==> src/rtl/mem_burst_initiator.sv <==
// Burst initiator: converts one command into single-word requests on a memory target port,
// with credit-limited reads and a registered-head response FIFO.
// Build option MEM_BURST_ADDR_CHECK_EN: check returned s_addr against issued addresses (sticky err).
module mem_burst_initiator #(
   parameter int MAX_OUTST = 4
) (
   input  logic        clk,
   input  logic        reset_n,
   input  logic        cmd_valid,
   output logic        cmd_ready,
   input  logic        cmd_write,
   input  logic [11:0] cmd_addr,
   input  logic [12:0] cmd_len,
   input  logic        wd_valid,
   output logic        wd_ready,
   input  logic [31:0] wd_data,
   output logic        rd_valid,
   input  logic        rd_ready,
   output logic [31:0] rd_data,
   output logic        rd_last,
   output logic [11:0] m_addr,
   output logic [31:0] m_data,
   output logic        m_we,
   output logic        m_valid,
   input  logic        m_ready,
   input  logic [11:0] s_addr,
   input  logic [31:0] s_data,
   input  logic        s_valid,
   output logic        s_ready,
   output logic        busy,
   output logic        done,
   output logic        err
);

   localparam int PTR_W = $clog2(MAX_OUTST);
   localparam int CNT_W = PTR_W + 1;
   localparam logic [CNT_W-1:0] CRED_MAX = CNT_W'(MAX_OUTST);

   typedef enum logic [2:0] {IDLE, WRITE, READ, DRAIN, DONE} state_t;
   state_t state, state_nxt;

   logic [11:0]      addr_cnt;
   logic [11:0]      req_addr;
   logic [12:0]      remaining;
   logic [12:0]      len_q;
   logic [12:0]      pop_cnt;
   logic [12:0]      pop_cnt_nxt;
   logic [CNT_W-1:0] credits;
   logic [CNT_W-1:0] credits_ret;
   logic             cmd_fire;
   logic             wd_fire;
   logic             issue;
   logic             load_req;
   logic             req_accept;

   logic             pop;
   logic             head_free;
   logic             load_mem;
   logic             load_bypass;
   logic             mem_wr;
   logic [31:0]      fifo_mem [MAX_OUTST];
   logic [PTR_W-1:0] wr_ptr;
   logic [PTR_W-1:0] rd_ptr;
   logic [CNT_W-1:0] fifo_cnt;

   assign s_ready     = reset_n;
   assign req_accept  = m_valid && m_ready;
   assign load_req    = wd_fire || issue;
   assign req_addr    = cmd_fire ? cmd_addr : addr_cnt;
   assign credits_ret = credits + CNT_W'(pop);

   always_ff @(posedge clk or negedge reset_n) begin
      if (!reset_n) begin
         state <= IDLE;
         busy  <= 1'b0;
         done  <= 1'b0;
      end else begin
         state <= state_nxt;
         busy  <= (state_nxt != IDLE);
         done  <= (state_nxt == DONE);
      end
   end

   // The first read is issued in the command cycle itself so m_valid rises one cycle later.
   always_comb begin
      state_nxt = state;
      cmd_ready = 1'b0;
      wd_ready  = 1'b0;
      cmd_fire  = 1'b0;
      wd_fire   = 1'b0;
      issue     = 1'b0;
      case (state)
         IDLE: begin
            cmd_ready = 1'b1;
            if (cmd_valid) begin
               cmd_fire = 1'b1;
               if (cmd_len == '0) begin
                  state_nxt = DONE;
               end else if (cmd_write) begin
                  state_nxt = WRITE;
               end else begin
                  state_nxt = READ;
                  issue     = 1'b1;
               end
            end
         end
         WRITE: begin
            wd_ready = (remaining != '0) && (!m_valid || m_ready);
            wd_fire  = wd_ready && wd_valid;
            if (req_accept && (remaining == '0)) state_nxt = DONE;
         end
         READ: begin
            issue = (remaining != '0) && (credits != '0) && (!m_valid || m_ready);
            if (req_accept && (remaining == '0)) state_nxt = DRAIN;
         end
         DRAIN: begin
            if (credits_ret == CRED_MAX) state_nxt = DONE;
         end
         DONE: begin
            state_nxt = IDLE;
         end
         default: begin
            state_nxt = IDLE;
         end
      endcase
   end

   always_ff @(posedge clk or negedge reset_n) begin
      if (!reset_n) begin
         m_valid   <= 1'b0;
         m_we      <= 1'b0;
         m_addr    <= '0;
         m_data    <= '0;
         addr_cnt  <= '0;
         remaining <= '0;
         len_q     <= '0;
         credits   <= CRED_MAX;
      end else begin
         if (load_req) begin
            m_valid <= 1'b1;
            m_we    <= wd_fire;
            m_addr  <= req_addr;
            m_data  <= wd_fire ? wd_data : 32'h0;
         end else if (m_ready) begin
            m_valid <= 1'b0;
         end
         if (cmd_fire) begin
            len_q     <= cmd_len;
            addr_cnt  <= issue ? cmd_addr + 12'd1 : cmd_addr;
            remaining <= issue ? cmd_len - 13'd1 : cmd_len;
         end else if (load_req) begin
            addr_cnt  <= addr_cnt + 12'd1;
            remaining <= remaining - 13'd1;
         end
         credits <= credits - CNT_W'(issue) + CNT_W'(pop);
      end
   end

   // Head register refills from storage first; an empty FIFO lets s_data go straight to the head.
   assign pop         = rd_valid && rd_ready;
   assign head_free   = !rd_valid || pop;
   assign load_mem    = head_free && (fifo_cnt != '0);
   assign load_bypass = head_free && (fifo_cnt == '0) && s_valid;
   assign mem_wr      = s_valid && !load_bypass;
   assign pop_cnt_nxt = pop_cnt + 13'(pop);

   always_ff @(posedge clk) begin
      if (mem_wr) fifo_mem[wr_ptr] <= s_data;
   end

   always_ff @(posedge clk or negedge reset_n) begin
      if (!reset_n) begin
         wr_ptr   <= '0;
         rd_ptr   <= '0;
         fifo_cnt <= '0;
         rd_valid <= 1'b0;
         rd_data  <= '0;
         rd_last  <= 1'b0;
         pop_cnt  <= '0;
      end else begin
         if (mem_wr) wr_ptr <= wr_ptr + PTR_W'(1);
         if (load_mem) rd_ptr <= rd_ptr + PTR_W'(1);
         fifo_cnt <= fifo_cnt + CNT_W'(mem_wr) - CNT_W'(load_mem);
         if (load_mem || load_bypass) begin
            rd_valid <= 1'b1;
            rd_data  <= load_mem ? fifo_mem[rd_ptr] : s_data;
            rd_last  <= (pop_cnt_nxt == len_q - 13'd1);
         end else if (pop) begin
            rd_valid <= 1'b0;
            rd_last  <= 1'b0;
         end
         if (cmd_fire) pop_cnt <= '0;
         else          pop_cnt <= pop_cnt_nxt;
      end
   end

`ifndef SYNTHESIS
   fifo_no_overflow: assert property (@(posedge clk) disable iff (!reset_n)
      !(mem_wr && !load_mem && (fifo_cnt == CRED_MAX)));
`endif

`ifdef MEM_BURST_ADDR_CHECK_EN
   // Issue order equals response order, so a plain FIFO of issued addresses suffices.
   logic [11:0]      exp_mem [MAX_OUTST];
   logic [PTR_W-1:0] exp_wr_ptr;
   logic [PTR_W-1:0] exp_rd_ptr;
   logic [CNT_W-1:0] exp_cnt;
   logic             err_q;

   always_ff @(posedge clk) begin
      if (issue) exp_mem[exp_wr_ptr] <= req_addr;
   end

   always_ff @(posedge clk or negedge reset_n) begin
      if (!reset_n) begin
         exp_wr_ptr <= '0;
         exp_rd_ptr <= '0;
         exp_cnt    <= '0;
         err_q      <= 1'b0;
      end else begin
         if (issue) exp_wr_ptr <= exp_wr_ptr + PTR_W'(1);
         if (s_valid) exp_rd_ptr <= exp_rd_ptr + PTR_W'(1);
         exp_cnt <= exp_cnt + CNT_W'(issue) - CNT_W'(s_valid);
         if (s_valid && ((exp_cnt == '0) || (s_addr != exp_mem[exp_rd_ptr]))) err_q <= 1'b1;
      end
   end

   assign err = err_q;
`else
   logic unused_s_addr;
   assign unused_s_addr = ^s_addr;
   assign err = 1'b0;
`endif

endmodule

==> config.mk <==
export PLATFORM = sky130hd
export DESIGN_NAME = mem_burst_initiator
export DESIGN_NICKNAME = d
export VERILOG_FILES = /design/src/rtl/mem_burst_initiator.sv
export SDC_FILE = /design/constraint.sdc
export NUM_CORES = 1
export LEC_CHECK = 0
export BUFFER_PORTS_ARGS = -buffer_cell sky130_fd_sc_hd__buf_2
export CORE_MARGIN = 3
export CORE_UTILIZATION = 55
export DETAILED_ROUTE_END_ITERATION = 6
export GPL_TIMING_DRIVEN = 0
export MAX_ROUTING_LAYER = met4
export PLACE_DENSITY = 0.78
export SYNTH_ARGS = -nofsm -noshare
export SYNTH_HDL_FRONTEND = slang
export SYNTH_SLANG_ARGS = --single-unit
==> constraint.sdc <==
create_clock -name clk -period 5.71 [get_ports clk]
set_input_delay 0 -clock clk [delete_from_list [all_inputs] [get_ports clk]]
set_output_delay 0 -clock clk [all_outputs]
set_load 0.01 [all_outputs]
==> flow_summary.rst <==
.. list-table::
   :header-rows: 1

   * - Metric
     - Value
   * - Result of the run
     - completed
   * - Setup Skew
     - 0.00698 ns
   * - Per-instance average area after synthesis
     - 13.4 µm²
   * - Share of the yosys chip area belonging to registers
     - 62.0%
   * - Fraction of synthesis flops using an asynchronous set or reset pin
     - 53.3%
   * - Max Buffers Root-to-Sink
     - 3
   * - Total of warnings raised by yosys
     - 0
   * - Initial Util
     - 56.8%
   * - Total number of nets in the final design
     - 1,346
   * - Worst path slowest cell
     - sky130_fd_sc_hd__nor4_1
   * - Wire length of the first global-routing pass
     - 46.9 mm
   * - Standard-cell row count
     - 53
   * - Largest incremental delay on the critical path
     - 0.87 ns
   * - Number of top-level pins
     - 195
   * - Area of the die
     - 0.0238 mm²
   * - Clock latency on the worst-skew pair
     - 0.54 ns
   * - Cell area after synthesis
     - 0.0121 mm²
   * - Commonest cells after routing, fill and taps aside
     - sky130_fd_sc_hd__buf_2, sky130_fd_sc_hd__dfrtp_1, sky130_fd_sc_hd__edfxtp_1
   * - Simple-gate share of the synthesized area
     - 9.99%
   * - Reg clk slew, reported paths
     - 0.06 ns
   * - H-tree levels
     - 1
   * - Final hold violation count
     - 0
   * - Max_slew headroom
     - 31.4%
   * - Detailed-route wire length
     - 29.1 mm
   * - Kind of path behind the tightest hold check
     - input pin to register
   * - Core ar.
     - 0.0213 mm²
   * - Tightest Pin Transition
     - 1.02 ns
   * - Min Tclk post-route
     - 3.55 ns
   * - Die height
     - 154 µm
   * - TritonCTS clock tree
     - done
   * - Area fraction in compound gates after synthesis
     - 6.24%
   * - Antenna violations before repair
     - 0
   * - Arrival time worst endpoint
     - 4.01 ns
   * - Final count of negative-setup-slack endpoints
     - 0
   * - Setup total negative slack
     - 0 ns
   * - Die X-Extent
     - 154 µm
   * - Number of buffers inserted during clock tree synthesis
     - 28
   * - Xor and xnor fraction of the mapped netlist area
     - 6.08%
   * - Kind of end point of the critical path
     - register
   * - Drt drc
     - 0
   * - Worst IR drop on VDD
     - 0.363 mV
   * - Critical path start-end classification
     - register to register
   * - Critical path startpoint category
     - register
   * - DR pass1 iterations
     - 5
   * - Leading cell type in the layout, fill and taps excluded
     - sky130_fd_sc_hd__buf_2
   * - Setup fix buffers added after clock tree synthesis
     - 0
   * - Final Max Slew Viols
     - 0
   * - Post-route fraction of the period consumed by the critical path
     - 62.1%
   * - Proportion of synthesized area in mux cells
     - 11.2%
   * - Buffer cell driving the clock tree root
     - sky130_fd_sc_hd__clkbuf_16
   * - Antenna Diode Count
     - 0
   * - GRT Residual Overflow
     - 0
   * - Number of DRC violations after detailed-routing iteration 0
     - 562
   * - Buffers on Ports
     - 181
   * - GPL Wtd Cong
     - 0.855
   * - Maximum operating frequency
     - 282 MHz
   * - HPWL Detailed
     - 18.3 mm
   * - Number of distinct library cells after synthesis
     - 55
   * - Layout Area Growth over Synthesis
     - 26.8%
   * - Final Total Pwr
     - 0.00782 W
   * - Setup repair after global routing missed its margin
     - no
   * - Max Cap Viol
     - 0
   * - Data required time of the critical path
     - 6.17 ns
   * - Total of flip-flops plus latches after synthesis
     - 274
   * - Proportion of layout cells with a drive suffix above 1
     - 22.7%
   * - Synthesized net count
     - 1,031
   * - Worst Path Max Fanout
     - 10
   * - Static Leakage
     - 6.31 nW
   * - Adder and majority cell fraction of the synthesized area
     - 2.09%
   * - Via total after detailed routing
     - 8,586
   * - Number of gates resized after CTS
     - 0
   * - Crit-path cells
     - nor4_1, a31o_2, a2bb2oi_4, inv_2, buf_6, ha_1, inv_1, ha_1, inv_1, fa_1, xnor2_1, xnor2_1
   * - Via count of the first global-routing pass
     - 9,053
   * - Post-synth EDFFs
     - 128
   * - Via-per-instance ratio
     - 5.67
   * - Post-synthesis cell count
     - 903
   * - Clock sink count
     - 274
   * - Global Route Usage Sum
     - 25.1%
   * - Routed len/inst
     - 19.2 µm
   * - Dominant combinational cell family by area after synthesis
     - multiplexers
   * - Power per cell area
     - 510 mW/mm²
   * - Main synth FF type
     - sky130_fd_sc_hd__dfrtp_1
   * - Post-CTS Hold Fix Bufs
     - 103
   * - Pin count of the biggest net entering global routing
     - 80
   * - Antenna Nets Post-Route
     - 0
==> power by group <==
| part | switching, W | internal [W] |
|---|---|---|
| logic | 0.00156 | 0.00129 |
| registers | 0.000409 | 0.00274 |
| clock network | 0.000759 | 0.00106 |
==> worst paths after layout <==
| kind | from | endpoint | slack [ns] | cells after the start |
|---|---|---|---|---|
| min reg2reg | m_addr[9] | m_addr[9] | 0.48 | 2 |
| max in group asynchronous | reset_n | credits[2] | 4.82 | 3 |
| min in group asynchronous | reset_n | m_addr[9] | 0.04 | 2 |
| min | wd_valid | m_data[1] | 0.02 | 4 |
| max reg2reg | remaining[5] | credits[2] | 2.16 | 12 |
| max | remaining[5] | credits[2] | 2.16 | 12 |
==> synth_stat cells (2+ instances only) <==
cell type / n / area share (%)
sky130_fd_sc_hd__nor3_1: 24 / 0.99
sky130_fd_sc_hd__nand4bb_1: 2 / 0.19
sky130_fd_sc_hd__xor2_1: 18 / 1.3
sky130_fd_sc_hd__edfxtp_1: 128 / 32
sky130_fd_sc_hd__a21o_1: 3 / 0.19
sky130_fd_sc_hd__nor4_1: 20 / 1.0
sky130_fd_sc_hd__nor2_1: 67 / 2.1
sky130_fd_sc_hd__nand2b_1: 4 / 0.21
sky130_fd_sc_hd__a21oi_1: 39 / 1.6
sky130_fd_sc_hd__buf_1: 8 / 0.25
sky130_fd_sc_hd__clkbuf_1: 24 / 0.74
sky130_fd_sc_hd__nor3b_1: 2 / 0.12
sky130_fd_sc_hd__o211ai_1: 3 / 0.19
sky130_fd_sc_hd__xnor2_1: 66 / 4.8
sky130_fd_sc_hd__fa_1: 2 / 0.33
sky130_fd_sc_hd__nand3_1: 16 / 0.66
sky130_fd_sc_hd__o31ai_1: 2 / 0.12
sky130_fd_sc_hd__nor2b_1: 4 / 0.21
sky130_fd_sc_hd__nand2_1: 82 / 2.5
sky130_fd_sc_hd__buf_4: 7 / 0.43
sky130_fd_sc_hd__nor4b_1: 2 / 0.14
sky130_fd_sc_hd__mux4_2: 32 / 6.0
sky130_fd_sc_hd__or3_1: 5 / 0.26
sky130_fd_sc_hd__a22o_1: 33 / 2.4
sky130_fd_sc_hd__mux2i_1: 61 / 5.0
sky130_fd_sc_hd__buf_2: 4 / 0.17
sky130_fd_sc_hd__and3_1: 2 / 0.10
sky130_fd_sc_hd__o21ai_0: 18 / 0.74
sky130_fd_sc_hd__a22oi_1: 2 / 0.12
sky130_fd_sc_hd__and2_1: 5 / 0.26
sky130_fd_sc_hd__mux2_2: 2 / 0.19
sky130_fd_sc_hd__inv_1: 21 / 0.65
sky130_fd_sc_hd__dfrtp_1: 145 / 30
sky130_fd_sc_hd__ha_1: 17 / 1.8
sky130_fd_sc_hd__nand4_1: 12 / 0.62
sky130_fd_sc_hd__a31oi_1: 2 / 0.10
==> layout make-up <==
class | count | area [µm²]
plain buffers | 44 | 204
clock buffers | 34 | 743
clock inverters | 18 | 183
fillers | 1333 | 5950
inverters | 22 | 82.6
multi-input cells | 563 | 4310
flip-flops and latches | 274 | 7500
well taps | 275 | 344
repair buffers | 285 | 1970
==> flip-flops by register name (all words and copies together) (netlist names) <==
name / cells
addr_cnt: 12
busy: 1
credits: 3
done: 1
fifo_cnt: 3
fifo_mem: 128
len_q: 13
m_addr: 12
m_data: 32
m_valid: 1
m_we: 1
pop_cnt: 13
rd_data: 32
rd_last: 1
rd_ptr: 2
rd_valid: 1
remaining: 13
state: 3
wr_ptr: 2
==> cells by family (layout without fill, tap and decap cells) <==
group | after synthesis | after routing
buffers and inverters | 66 | 403
flip-flops | 274 | 274
XOR/XNOR | 84 | 84
other | 1 | 1
multiplexers | 95 | 95
adder cells (fa/ha/maj) | 19 | 19
AO/OA/AOI/OAI | 110 | 110
AND/OR/NAND/NOR | 254 | 254
==> routing by layer <==
metal,track usage [%],vias to the layer above,wire (µm)
li1,-,3921,-
met4,7.91,0,819
met1,33.4,4228,12200
met5,-,-,0
met3,3.39,69,1790
met2,40.8,368,14300
==> worst max-delay path: cells and delay by family (launching register included) <==
kind | cells | cell delay, ns
AND/OR/NAND/NOR | 1 | 0.87
AO/OA/AOI/OAI | 2 | 0.71
buffers and inverters | 4 | 0.36
XOR/XNOR | 2 | 0.33
flip-flops | 1 | 0.41
adder cells (fa/ha/maj) | 3 | 0.77
==> metrics by stage <==
stage	std cells	instance area (µm²)	setup slack (ns)	hold WS, ns	util, %
after floorplan	903	12100	2.76	-0.296	-
after CTS	1515	15300	2.18	0.00451	72.1
after global routing	1515	15300	2.01	0.0349	72.1
after global placement	1359	13300	2.29	0.215	62.7
after detailed placement	1360	13400	2.21	0.0545	62.9
final	1515	15300	2.16	0.0196	72.1
(Power assumes the default switching activity.)
